[src/rtl/tt_um_jimktrains_vslc_servo_ctrl_pkg.sv]
// Shared constants and register-decode helpers for the servo sequencer.
package tt_um_jimktrains_vslc_servo_ctrl_pkg;

    // Config bus address map
    localparam logic [3:0] ADDR_PRE_LO  = 4'h0;
    localparam logic [3:0] ADDR_PRE_HI  = 4'h1;
    localparam logic [3:0] ADDR_FREQ    = 4'h2;
    localparam logic [3:0] ADDR_CTRL    = 4'h3;
    localparam logic [3:0] ADDR_CH_BASE = 4'h4;

    // CTRL bit that requests a shadow->active commit
    localparam int CTRL_COMMIT_BIT = 7;

    // Per-channel values loaded by reset
    localparam logic [4:0] RST_SET_VAL   = 5'd10;
    localparam logic [4:0] RST_RESET_VAL = 5'd20;

    typedef enum logic [2:0] {
        REG_NONE,
        REG_PRE_LO,
        REG_PRE_HI,
        REG_FREQ,
        REG_CTRL,
        REG_CH_SET,
        REG_CH_RESET
    } reg_sel_e;

    // Map a bus address to the shadow register it targets. Channel registers
    // beyond the instantiated channel count decode to REG_NONE.
    function automatic reg_sel_e decode_reg(input logic [3:0] addr, input int num_ch);
        reg_sel_e   sel;
        logic [3:0] off;
        sel = REG_NONE;
        off = addr - ADDR_CH_BASE;
        case (addr)
            ADDR_PRE_LO: sel = REG_PRE_LO;
            ADDR_PRE_HI: sel = REG_PRE_HI;
            ADDR_FREQ:   sel = REG_FREQ;
            ADDR_CTRL:   sel = REG_CTRL;
            default: begin
                if (addr >= ADDR_CH_BASE && int'(off[3:1]) < num_ch) begin
                    sel = off[0] ? REG_CH_RESET : REG_CH_SET;
                end
            end
        endcase
        return sel;
    endfunction

    // Channel index addressed by a SET/RESET register address.
    function automatic logic [2:0] chan_of(input logic [3:0] addr);
        return 3'((addr - ADDR_CH_BASE) >> 1);
    endfunction

endpackage

[src/rtl/tt_um_jimktrains_vslc_servo_prescaler.sv]
// Servo tick prescaler: counts 0..i_reload and emits a one-clk tick on the
// terminal count. A reload of 0 gives a tick on every clock.
module tt_um_jimktrains_vslc_servo_prescaler #(
    parameter int PRESCALE_W = 16
) (
    input  logic                  clk,
    input  logic                  rst_n,
    input  logic [PRESCALE_W-1:0] i_reload,
    input  logic                  i_clear,
    output logic                  o_tick
);

    logic [PRESCALE_W-1:0] r_cnt;

    assign o_tick = (r_cnt == i_reload);

    // Count up, wrap after the tick cycle, restart from 0 on a synchronous clear
    always_ff @(posedge clk or negedge rst_n) begin
        if (!rst_n) begin
            r_cnt <= '0;
        end else if (i_clear || o_tick) begin
            r_cnt <= '0;
        end else begin
            r_cnt <= r_cnt + 1'b1;
        end
    end

endmodule

[src/rtl/tt_um_jimktrains_vslc_servo_ctrl.sv]
// Servo channel sequencer: config register file, shared tick prescaler,
// frame counter and frame-aligned shadow->active commit.
module tt_um_jimktrains_vslc_servo_ctrl
    import tt_um_jimktrains_vslc_servo_ctrl_pkg::*;
#(
    parameter int                    NUM_CH       = 2,
    parameter int                    PRESCALE_W   = 16,
    parameter logic [PRESCALE_W-1:0] RST_PRESCALE = PRESCALE_W'(999),
    parameter logic [7:0]            RST_FREQ     = 8'd199
) (
    input  logic                  clk,
    input  logic                  rst_n,
    input  logic                  cfg_valid,
    output logic                  cfg_ready,
    input  logic [3:0]            cfg_addr,
    input  logic [7:0]            cfg_data,
    output logic                  servo_clk,
    output logic [7:0]            servo_freq_val,
    output logic [5*NUM_CH-1:0]   servo_set_val,
    output logic [5*NUM_CH-1:0]   servo_reset_val,
    output logic [NUM_CH-1:0]     servo_enabled,
    output logic                  frame_start,
    output logic                  commit_pending
);

    // Shadow registers are 16 bits wide on the prescale side so both address
    // bytes always have a home; only the low PRESCALE_W bits are committed.
    logic [15:0]            r_pre_sh;
    logic [7:0]             r_freq_sh;
    logic [NUM_CH-1:0]      r_en_sh;
    logic [5*NUM_CH-1:0]    r_set_sh;
    logic [5*NUM_CH-1:0]    r_rst_sh;

    logic [PRESCALE_W-1:0]  r_pre_act;
    logic [7:0]             r_freq_act;
    logic [NUM_CH-1:0]      r_en_act;
    logic [5*NUM_CH-1:0]    r_set_act;
    logic [5*NUM_CH-1:0]    r_rst_act;

    logic [7:0]             r_fcnt;
    logic                   r_pending;

    logic                   w_wr;
    reg_sel_e               w_sel;
    logic [2:0]             w_ch;
    logic                   w_tick;
    logic                   w_idle;
    logic                   w_boundary;
    logic                   w_commit;

    assign w_wr  = cfg_valid && cfg_ready;
    assign w_sel = decode_reg(cfg_addr, NUM_CH);
    assign w_ch  = chan_of(cfg_addr);

    // With no channel enabled every tick is a frame boundary, so a commit
    // never waits longer than one tick.
    assign w_idle     = (r_en_act == '0);
    assign w_boundary = w_idle || (r_fcnt == r_freq_act);
    assign w_commit   = w_tick && w_boundary && r_pending;

    tt_um_jimktrains_vslc_servo_prescaler #(
        .PRESCALE_W (PRESCALE_W)
    ) u_prescaler (
        .clk      (clk),
        .rst_n    (rst_n),
        .i_reload (r_pre_act),
        .i_clear  (w_commit),
        .o_tick   (w_tick)
    );

    // Shadow register file written by accepted config transactions
    always_ff @(posedge clk or negedge rst_n) begin
        if (!rst_n) begin
            r_pre_sh  <= 16'(RST_PRESCALE);
            r_freq_sh <= RST_FREQ;
            r_en_sh   <= '0;
            r_set_sh  <= {NUM_CH{RST_SET_VAL}};
            r_rst_sh  <= {NUM_CH{RST_RESET_VAL}};
        end else if (w_wr) begin
            case (w_sel)
                REG_PRE_LO: r_pre_sh[7:0]  <= cfg_data;
                REG_PRE_HI: r_pre_sh[15:8] <= cfg_data;
                REG_FREQ:   r_freq_sh      <= cfg_data;
                REG_CTRL:   r_en_sh        <= cfg_data[NUM_CH-1:0];
                REG_CH_SET: begin
                    for (int c = 0; c < NUM_CH; c++) begin
                        if (w_ch == 3'(c)) r_set_sh[5*c +: 5] <= cfg_data[4:0];
                    end
                end
                REG_CH_RESET: begin
                    for (int c = 0; c < NUM_CH; c++) begin
                        if (w_ch == 3'(c)) r_rst_sh[5*c +: 5] <= cfg_data[4:0];
                    end
                end
                default: ;
            endcase
        end
    end

    // Active registers take the whole shadow set at once on a commit edge
    always_ff @(posedge clk or negedge rst_n) begin
        if (!rst_n) begin
            r_pre_act  <= RST_PRESCALE;
            r_freq_act <= RST_FREQ;
            r_en_act   <= '0;
            r_set_act  <= {NUM_CH{RST_SET_VAL}};
            r_rst_act  <= {NUM_CH{RST_RESET_VAL}};
        end else if (w_commit) begin
            r_pre_act  <= PRESCALE_W'(r_pre_sh);
            r_freq_act <= r_freq_sh;
            r_en_act   <= r_en_sh;
            r_set_act  <= r_set_sh;
            r_rst_act  <= r_rst_sh;
        end
    end

    // Commit request flag: set by a CTRL write with the commit bit, cleared when applied
    always_ff @(posedge clk or negedge rst_n) begin
        if (!rst_n) begin
            r_pending <= 1'b0;
        end else if (w_commit) begin
            r_pending <= 1'b0;
        end else if (w_wr && w_sel == REG_CTRL && cfg_data[CTRL_COMMIT_BIT]) begin
            r_pending <= 1'b1;
        end
    end

    // Frame counter tracking the channel counters, restarted by a commit
    always_ff @(posedge clk or negedge rst_n) begin
        if (!rst_n) begin
            r_fcnt <= '0;
        end else if (w_commit) begin
            r_fcnt <= '0;
        end else if (w_tick) begin
            r_fcnt <= w_boundary ? 8'd0 : r_fcnt + 8'd1;
        end
    end

    assign cfg_ready       = !r_pending;
    assign commit_pending  = r_pending;
    assign servo_clk       = w_tick;
    assign frame_start     = w_tick && w_boundary;
    assign servo_freq_val  = r_freq_act;
    assign servo_set_val   = r_set_act;
    assign servo_reset_val = r_rst_act;
    assign servo_enabled   = r_en_act;

endmodule
[config.mk]
export PLATFORM = sky130hd
export DESIGN_NAME = tt_um_jimktrains_vslc_servo_ctrl
export DESIGN_NICKNAME = d
export VERILOG_FILES = /design/src/rtl/tt_um_jimktrains_vslc_servo_ctrl_pkg.sv /design/src/rtl/tt_um_jimktrains_vslc_servo_prescaler.sv /design/src/rtl/tt_um_jimktrains_vslc_servo_ctrl.sv
export SDC_FILE = /design/constraint.sdc
export NUM_CORES = 1
export LEC_CHECK = 0
export ABC_AREA = 1
export CAP_MARGIN = 20
export CORE_AREA = 2 2 120 122
export DETAILED_ROUTE_END_ITERATION = 7
export DIE_AREA = 0 0 122 124
export DONT_BUFFER_PORTS = 1
export PLACE_DENSITY = 0.59
export SETUP_SLACK_MARGIN = 0.1
export SLEW_MARGIN = 10
export SYNTH_ARGS = -nofsm -noshare
export SYNTH_HDL_FRONTEND = slang
export SYNTH_SLANG_ARGS = --single-unit
[constraint.sdc]
create_clock -name clk -period 1.6 [get_ports clk]
set_input_delay 0.24 -clock clk [delete_from_list [all_inputs] [get_ports clk]]
set_output_delay 0.24 -clock clk [all_outputs]
set_load 0.1 [all_outputs]
==> Yosys cells after proc, flatten, opt, wreduce, memory -nomap -nowiden <==
Index checks and enable logic that the tools add are counted.
{ "op_classes": {"order_cmp": 2, "muxes": 9, "reduce_logical": 22, "addsub": 3, "n_eq_ne": 12} }
{ "op_table": {"columns": ["op", "n"], "rows": [
  ["8-bit two-way mux", 3],
  ["16-bit by 1-bit adder with 16-bit output, second input constant", 1],
  ["16-bit == test", 1],
  ["16-bit two-way mux", 1],
  ["3-bit one-hot mux with 4 select lines", 1],
  ["3-bit AND reduction", 4],
  ["3-bit == test, second input constant", 3],
  ["8-bit by 1-bit adder with 8-bit output, second input constant", 1],
  ["4-bit by 2-bit == test with 1-bit output, second input constant", 2],
  ["8-bit == test", 1],
  ["2-bit AND reduction", 4],
  ["3-bit by 1-bit == test with 1-bit output, second input constant", 2],
  ["3-bit by 2-bit == test with 1-bit output, second input constant", 2],
  ["1-bit logical AND", 6],
  ["4-bit by 1-bit == test with 1-bit output, second input constant", 1],
  ["4-bit by 3-bit >= comparator with 1-bit output, second input constant", 1],
  ["4-bit zero test", 1],
  ["2-bit nonzero test", 2],
  ["4-bit by 3-bit subtractor with 4-bit output, second input constant", 1],
  ["3-bit zero test", 1],
  ["3-bit by 2-bit less-than comparator with 1-bit output, second input constant", 1],
  ["3-bit two-way mux", 1],
  ["2-bit zero test", 1],
  ["1-bit logical OR", 2],
  ["other kinds (3)", 4]
]} }
{ "totals": {"output_inout_bits": 34, "inputBits": 15, "wordCells": 64, "ff_bits": 117} }

==> Longest topological paths before layout <==
Gate-level depths: netlist (run 1).
{ "logic_depth": {"word_depth": 10, "mapped_depth": 12, "ltp_nobuf": 12} }

==> Cells and area by module <==
From an unflattened synthesis (run 1), not the netlist that was laid out.
{ "hier_totals": {"hier_cells": 648, "area_unflattened_um2": 5406.4} }
{ "by_module_without_submodules": {"columns": ["module", "cells_per_inst", "instances", "seq_area_each_um2", "area_per_inst_um2"], "rows": [
  ["tt_um_jimktrains_vslc_servo_ctrl", 468, 1, 2580.0, 4281.6],
  ["tt_um_jimktrains_vslc_servo_prescaler", 180, 1, 400.4, 1124.8]
]} }

==> Least setup slack after synthesis (run 1) <==
OpenSTA, ideal clock, no wires.
{ "synth_timing": {"path_kind": "flip-flop to output port", "start": "register r_freq_act[5] (netlist: servo_freq_val[5])", "end": "output port frame_start", "setup_slack_ns": -1.613, "stages_incl_launch_ff": 9, "path_buffers": 1, "arrival_time_ns": 2.973, "t_required_ns": 1.360, "cell_sequence": "dfrtp_1 -> xnor2_1 -> nand2_1 -> nor2_1 -> nand2_2 -> nand2_2 -> buf_4 -> inv_1 -> nor2_1"} }
{ "synth_between": {"elab_chain_cells": 3} }
{ "synth_rtl": {"columns": ["item", "line", "text"], "rows": [
  ["start, declared", "tt_um_jimktrains_vslc_servo_ctrl.sv:35", "logic [7:0] r_freq_act;"],
  ["start signal, assigned", "tt_um_jimktrains_vslc_servo_ctrl.sv:110", "r_freq_act <= r_freq_sh;"],
  ["8-bit == test", "tt_um_jimktrains_vslc_servo_ctrl.sv:58", "assign w_boundary = w_idle || (r_fcnt == r_freq_act);"],
  ["1-bit logical OR", "tt_um_jimktrains_vslc_servo_ctrl.sv:58", null],
  ["1-bit logical AND", "tt_um_jimktrains_vslc_servo_ctrl.sv:142", "assign frame_start = w_tick && w_boundary;"],
  ["end, declared", "tt_um_jimktrains_vslc_servo_ctrl.sv:22", "output logic frame_start,"]
]} }
No other way between the ends.

==> Worst setup path in the final report (run 1) <==
{ "layout_timing": {"start": "register r_freq_act[2] (netlist: servo_freq_val[2])", "end": "output port frame_start"} }
Same word-level chain as after synthesis.

==> results of run 1 <==
per-layer routing:
layer,vias to the layer above,global-route usage
li1,2169,-
met3,15,0.0536
met1,2052,0.248
met2,115,0.290
met5,-,0
met4,0,0.0611
cell usage in the layout, fill, tap and decap left out, types with 5 or more instances in the layout:
master	n
a21oi_2	7
nand2_2	6
buf_6	12
dfrtp_2	5
o21ai_0	8
nand2_4	5
o21ai_1	39
dfstp_2	32
nand3_1	9
nand4_1	49
inv_1	39
nor2_4	7
nor2_1	39
clkbuf_16	18
xnor2_1	17
dfstp_4	10
a21oi_1	7
nand2_1	186
buf_4	61
dfrtp_1	69
nor3_2	5
buf_12	14
worst max-delay path by stage:
stage	start	endpoint	slack (ps)	cells past startpoint
3_3_place_gp	r_pre_act[0]$_DFFE_PN1N_	servo_set_val[4]$_DFFE_PN0N_	-180	10
3_5_place_dp	r_pre_act[0]$_DFFE_PN1N_	servo_freq_val[0]$_DFFE_PN1N_	-230	9
6_report	servo_freq_val[2]$_DFFE_PN1N_	frame_start	-540	8
5_1_grt	r_pre_act[5]$_DFFE_PN1N_	frame_start	-630	9
2_1_floorplan	servo_freq_val[2]$_DFFE_PN1N_	frame_start	-570	8
4_1_cts	r_pre_act[5]$_DFFE_PN1N_	frame_start	-570	9
stage by stage:
step                      total power [W]  hold slack (ps)  area [um^2]   util
after floorplan                   0.00843            -55.6         5610      -
after global placement            0.00956            -47.3         6280  0.458
after detailed placement          0.00968            -46.6         6280  0.458
after CTS                          0.0136             -495         7050  0.514
after global routing               0.0145             -495         7240  0.528
final                              0.0138             -472         7240  0.528
where the power goes:
group / switching [W] / internal, W
combinational: 0.00356 / 0.00172
clock: 0.00135 / 0.00232
sequential: 0.000787 / 0.00408
total: 0.00570 / 0.00812
final cells by class:
cell class	instances	share of cell area
Clock buffer	19	0.0611
Multi-Input combinational cell	421	0.315
Clock inverter	12	0.0180
Timing Repair Buffer	90	0.133
Inverter	43	0.0235
Sequential cell	117	0.418
Tap cell	180	0.0311
flip-flops by register name, summed over array words and instances, names as in the netlist:
register / cells
servo_set_val: 10
r_pre_act: 16
servo_reset_val: 10
servo_freq_val: 8
r_pre_sh: 16
r_en_sh: 2
r_fcnt: 8
r_freq_sh: 8
r_rst_sh: 10
u_prescaler.r_cnt: 16
commit_pending: 1
r_set_sh: 10
servo_enabled: 2
what timing repair did:
item | in CTS | in global routing
hold endpoints to repair | 117 | 117
cloned | 2 | 3
pin swaps | 8 | 13
setup endpoints to repair | 84 | 87
gates resized for setup | 30 | 30
buffers inserted | 2 | 4
kinds of logic after synthesis:
| group | synth area share |
|---|---|
| buffers and inverters | 0.0697 |
| AND/OR/NAND/NOR | 0.266 |
| AO/OA/AOI/OAI | 0.0662 |
| flip-flops | 0.551 |
| XOR/XNOR | 0.0356 |
| adder cells (fa/ha/maj) | 0.0116 |
worst max-delay path, stage by stage, from the launching register on:
cell and delay [ps]:
dfstp_4 630, xnor2_1 120, nand2_1 60, nor2_1 140
nand2_2 90, nand2_4 100, inv_4 40, nor2_4 120
buf_12 180
==> metrics, run 1 <==
clk_lat worst skew around 420 ps; final setup TNS -24940 ps; FF-to-FF Start r_pre_act[1]$_DFFE_PN1N_; Setup crit end kind primary output; r2r setup slk -510 ps; final hold slack -472 ps; Setup WS post-layout -538 ps; Commonest cells post-synth nand2_1, dfrtp_1, nand4_1; pin count of the biggest net entering global routing 118; DRC 0; final setup vio count 69; max-capacitance violation count 0; Final Cycle Share 1.34; DR WL/cell 14.8 um; M1 WL between 5000 and 6000 um; top post-synthesis cells by area dfrtp_1, dfstp_2, nand2_1; Reg clk slew, reported paths ~50 ps; fmax roughly 0.47 GHz; Routability Congestion between 0.8 and 0.9; Multi-input gate area about 0.0023 mm^2; # fillers 1211; unrepaired setup endpoints after global routing yes; Yosys reg bits around 120; syn nets roughly 630; endpoint of the worst register-to-register path r_pre_act[2]$_DFFE_PN1N_; Post-layout nets 710; cells on worst reg2reg path 13; Initial Utilization 0.394; sequential share of the synthesized area 0.551; cell taking the most area after synthesis dfrtp_1; Mapped Area ~0.0054 mm^2; pre-CTS WS -226 ps; H-Tree Depth 4; total CTS buffers 17; crit-path max FO 3; Yosys top cell area share 0.347; syn_area_per_cell about 8.9 um^2; Slew Limit Headroom 0.723; via count about 4400; Startpoint Class flip-flop; Routed Antenna Nets 0; GRT overflow 0; initial antenna violation count 0; CTS tree done; status finished with violations; port buffer count 0; antenna cells 0; type of the worst setup path flip-flop to primary output; final hold violations 117; vias per inst between 4 and 5; count leader, synth nand2_1; power density cells about 1900 mW/mm^2; Die Ht between 100 and 150 um; post-synth cell types 35; Total Wirelength 13100 um; Post-synth top flop dfrtp_1; Post-synth EDFFs 0; I/O pin total slightly below 50; failing checks negative hold slack, negative setup slack; CTS sink cnt 117; dpl hpwl just over 8000 um; root buffer cell clkbuf_16; Critical Path AT about 1900 ps; Post-Synthesis Cells 607; met3 wire length about 770 um; layout cells sized above 1 0.312; Die W approximately 120 um; num rows 43; fin cells roughly 880; gr usage total 0.185; vias in the first global route 4250; Peak supply drop 1.97 mV; wire length on met2 about 6300 um; DR iter-0 viols between 300 and 400; pin slew with the least headroom to its limit a little over 400 ps; post-placement cell count 840; first-pass GRT wire length 21600 um; YS warnings 0; worst clock skew between 15 and 20 ps; maximum root-to-sink buffer count 2; 1st-pass router iterations 4; die footprint between 0.015 and 0.02 mm^2; Pleak 3.46 nW; max-slew violations 0; fin crit period between 2000 and 2500 ps; Async SR Flop Fraction 1.00; Core Region around 0.014 mm^2; hold crit path type primary input to asynchronous set/reset pin; FF/Latch Area about 0.0030 mm^2; CP required about 1400 ps; area grow syn2layout 34.0%; top sig layer met4
No activity file was read; power rests on OpenSTA's default activity.
==> run 2, diff against run 1 <==
Settings changed: GPL_ROUTABILITY_DRIVEN set to 0.
==> results of run 2 <==
Same layout as run 1: the final DEF is identical, and so are final timing and power.
==> run 3, diff against run 2 <==
--- a/config.mk
+++ b/config.mk
@@ -7,5 +7,5 @@
 export LEC_CHECK = 0
 export ABC_AREA = 1
-export CAP_MARGIN = 20
+export CAP_MARGIN = 10
 export CORE_AREA = 2 2 120 122
 export DETAILED_ROUTE_END_ITERATION = 7
@@ -18,3 +18,4 @@
 export SYNTH_ARGS = -nofsm -noshare
 export SYNTH_HDL_FRONTEND = slang
+export SYNTH_HIERARCHICAL = 1
 export SYNTH_SLANG_ARGS = --single-unit
==> constraint.sdc (replaced) <==
create_clock -name clk -period 1.6 [get_ports clk]
set_input_delay 0.24 -clock clk [delete_from_list [all_inputs] [get_ports clk]]
set_output_delay 0.24 -clock clk [all_outputs]
set_load 0.01 [all_outputs]
==> run 3 against run 2 <==
  * The run still ends with negative hold slack, negative setup slack left
  * Sequential power is 2% lower
  * Die area stayed put
  * Synthesized area hardly changed
  * Non-clock buffer count is 12 higher
  * Clock skew is 4.0 ps lower
  * Count of clock-buffer cells in the layout is 2 higher
  * Cell count is 6.3% higher
  * Sequential share of layout area is 2.3 points lower
  * Routed wire length is 18% higher
  * Critical path depth is 7 higher
  * Critical path type is now flip-flop to flip-flop
==> metrics, run 3 <==
status finished with violations (unchanged); failing checks negative hold slack, negative setup slack (unchanged); Yosys reg bits 117 (unchanged); Async SR Flop Fraction 1.00 (unchanged); Post-synth EDFFs 0 (unchanged); power density cells 1720 mW/mm^2 (was 1910 mW/mm^2); DR iter-0 viols 294 (was 370); maximum root-to-sink buffer count 2 (unchanged); final core utilization 0.550 (was 0.528); clk_lat worst skew 410 ps (was 420 ps); Peak supply drop 0.838 mV (was 1.97 mV); root buffer cell clkbuf_16 (unchanged); Setup crit end kind flip-flop (was primary output); type of the worst setup path flip-flop to flip-flop (was flip-flop to primary output); part of the power in the clock network 0.286 (was 0.266); Setup WS post-layout -525 ps (was -538 ps); biggest regs r_pre_act (16), r_pre_sh (16), u_prescaler/r_cnt (16) (was r_pre_act (16), r_pre_sh (16), u_prescaler.r_cnt (16)); port buffer count 0 (unchanged); max-capacitance violation count 0 (unchanged); CP required 1890 ps (was 1360 ps); CTS sink cnt 117 (unchanged); Initial Utilization 0.394 (about the same); cell taking the most area after synthesis dfrtp_1 (unchanged); CTS tree done (unchanged); Slew Limit Headroom 0.639 (was 0.723); crit-path max FO 4 (was 3); unrepaired setup endpoints after global routing yes (unchanged); vias in the first global route 4781 (was 4250); Die W 122 um (unchanged); Post-layout nets 764 (was 710); post-route cell area 0.00754 mm^2 (was 0.00724 mm^2); initial antenna violation count 0 (unchanged); CP Launch Point r_pre_act[1]$_DFFE_PN1P_ (was servo_freq_val[2]$_DFFE_PN1N_); pre-CTS WS -289 ps (was -226 ps); P_int 0.00862 W (was 0.00812 W); syn nets 667 (was 627); H-Tree Depth 4 (unchanged); first-pass GRT wire length 23900 um (was 21600 um); DRC 0 (unchanged); commonest cells after routing, fill and taps aside nand2_1, dfrtp_1, buf_4, inv_1, nor2_1 (was nand2_1, dfrtp_1, buf_4, nand4_1); 1st-pass router iterations 7 (was 4); Reg clk slew, reported paths 50 ps (about the same); GRT overflow 0 (unchanged); Critical Path AT 2410 ps (was 1900 ps); Mapped Area 0.00541 mm^2 (about the same); Post-Synthesis Cells 648 (was 607); final setup vio count 73 (was 69); Post-synth top flop dfrtp_1 (unchanged); fin crit period 2130 ps (was 2140 ps); fmax 0.471 GHz (was 0.468 GHz); die footprint 0.0151 mm^2 (unchanged); syn_area_per_cell 8.34 um^2 (was 8.90 um^2); pin slew with the least headroom to its limit 537 ps (was 415 ps); commonest non-fill, non-tap cell in the layout nand2_1 (unchanged); top post-synthesis cells by area dfrtp_1, dfstp_2, nand2_1 (unchanged); hold crit path type primary input to asynchronous set/reset pin (unchanged); Total Wirelength 15400 um (was 13100 um); total CTS buffers 17 (unchanged); worst setup path end r_fcnt[6]$_DFFE_PN0P_ (was frame_start); final setup TNS -20710 ps (was -24940 ps); gr usage total 0.206 (was 0.185); post-synth cell types 29 (was 35); Placed Area 0.00608 mm^2 (was 0.00628 mm^2); Die Ht 124 um (unchanged); Routed Antenna Nets 0 (unchanged); FF-to-FF Start r_pre_act[1]$_DFFE_PN1P_ (was r_pre_act[1]$_DFFE_PN1N_); final hold violations 117 (unchanged); I/O pin total 49 (unchanged); pin count of the biggest net entering global routing 118 (unchanged); max-slew violations 0 (unchanged); endpoint of the worst register-to-register path r_fcnt[6]$_DFFE_PN0P_ (was r_pre_act[2]$_DFFE_PN1N_); worst clock skew 12.7 ps (was 16.7 ps); layout cells sized above 1 0.334 (was 0.312); DR WL/cell 16.4 um (was 14.8 um); Comb pwr share 0.346 (was 0.382); count leader, synth nand2_1 (unchanged); Final Cycle Share 1.33 (was 1.34); NetSw 0.00431 W (was 0.00570 W); area grow syn2layout 39.5% (was 34.0%); sequential share of the synthesized area 0.551 (about the same); r2r setup slk -530 ps (was -510 ps); Commonest cells post-synth nand2_1, dfrtp_1, nor2_1 (was nand2_1, dfrtp_1, nand4_1); vias per inst 5.06 (was 4.93); antenna cells 0 (unchanged); num rows 43 (unchanged); dpl hpwl 8330 um (was 8290 um); Yosys top cell area share 0.347 (about the same); Pleak 3.68 nW (was 3.46 nW); Final Power 0.0129 W (was 0.0138 W); cells on worst reg2reg path 15 (was 13); YS warnings 6 (was 0); Seq pwr share 0.368 (was 0.352); via count 4745 (was 4351); Core Region 0.0137 mm^2 (unchanged); final hold slack -466 ps (was -472 ps); Startpoint Class flip-flop (unchanged); switch share 0.333 (was 0.412)
==> run 3: repair_timing <==
action | in CTS | in global routing
cloned | 10 | 4
endpoints found under the setup margin | 74 | 90
hold endpoints to repair | 117 | 117
gates resized for setup | 77 | 45
setup buffers | 13 | 7
pin swaps | 47 | 40
==> run 3: kinds of logic (layout without fill, tap and decap cells) <==
group / count (synthesis) / count (layout) / synth area share
buffers and inverters: 90 / 199 / 0.0731
xor gates and xnor gates: 16 / 16 / 0.0259
DFF: 117 / 117 / 0.551
and+or+nand+nor: 367 / 368 / 0.290
adders and majority gates: 4 / 4 / 0.00926
AOI/OAI and AO/OA: 54 / 54 / 0.0502
==> run 3: metrics by stage <==
| stage | hold WS, ps | cells |
|---|---|---|
| floorplan | -55.6 | 648 |
| global placement | -47.4 | 874 |
| detailed placement | -46.1 | 874 |
| CTS | -479 | 929 |
| global route | -490 | 938 |
| finish | -466 | 938 |
==> run 3: per-layer routing <==
| metal | GRT usage | vias to the layer above | wire length (um) |
|---|---|---|---|
| met3 | 0.0540 | 44 | 750 |
| met2 | 0.354 | 130 | 7840 |
| met4 | 0.0841 | 0 | 426 |
| met5 | 0 | - | 0 |
| met1 | 0.246 | 2297 | 6400 |
| li1 | - | 2274 | - |
==> run 3: power by group through the flow <==
stage | Sequential [W] | Combinational (W) | Clock, W
2_1_floorplan | 0.00470 | 0.00202 | 0
3_3_place_gp | 0.00469 | 0.00312 | 0
3_5_place_dp | 0.00473 | 0.00320 | 0
4_1_cts | 0.00472 | 0.00419 | 0.00375
5_1_grt | 0.00486 | 0.00491 | 0.00389
6_report | 0.00476 | 0.00447 | 0.00370
==> run 3: worst min path at each step <==
stage	cells past startpoint	to	slack (ps)	from
after global routing	0	servo_freq_val[4]$_DFFE_PN0P_	-490	rst_n
after detailed placement	0	r_fcnt[4]$_DFFE_PN0P_	-50	rst_n
after CTS	0	servo_freq_val[4]$_DFFE_PN0P_	-480	rst_n
final	0	r_fcnt[3]$_DFFE_PN0P_	-470	rst_n
after global placement	0	servo_freq_val[4]$_DFFE_PN0P_	-50	rst_n
after floorplan	0	commit_pending$_DFFE_PN0P_	-60	rst_n
==> run 3: layout make-up <==
cell class	instances	area [um^2]
fill	1167	6180
sequential	117	2980
multi-input combinational	442	2310
timing repair buffer	102	1180
clock buffer	21	450
inverter	65	259
tap	180	225
clock inverter	11	130
==> run 3: critical path: stages, from the launching register on <==
cell     delay [ps]
dfstp_2         540
nand2_1          50
inv_1            50
nor2_1           30
nor2_1          100
nand2_1          70
nor2_2          130
nand2_2          90
inv_4            90
buf_6           110
buf_6           110
nand3_4          80
nor3_4          220
nand2_1         110
xor2_1          160
nor2_1           50
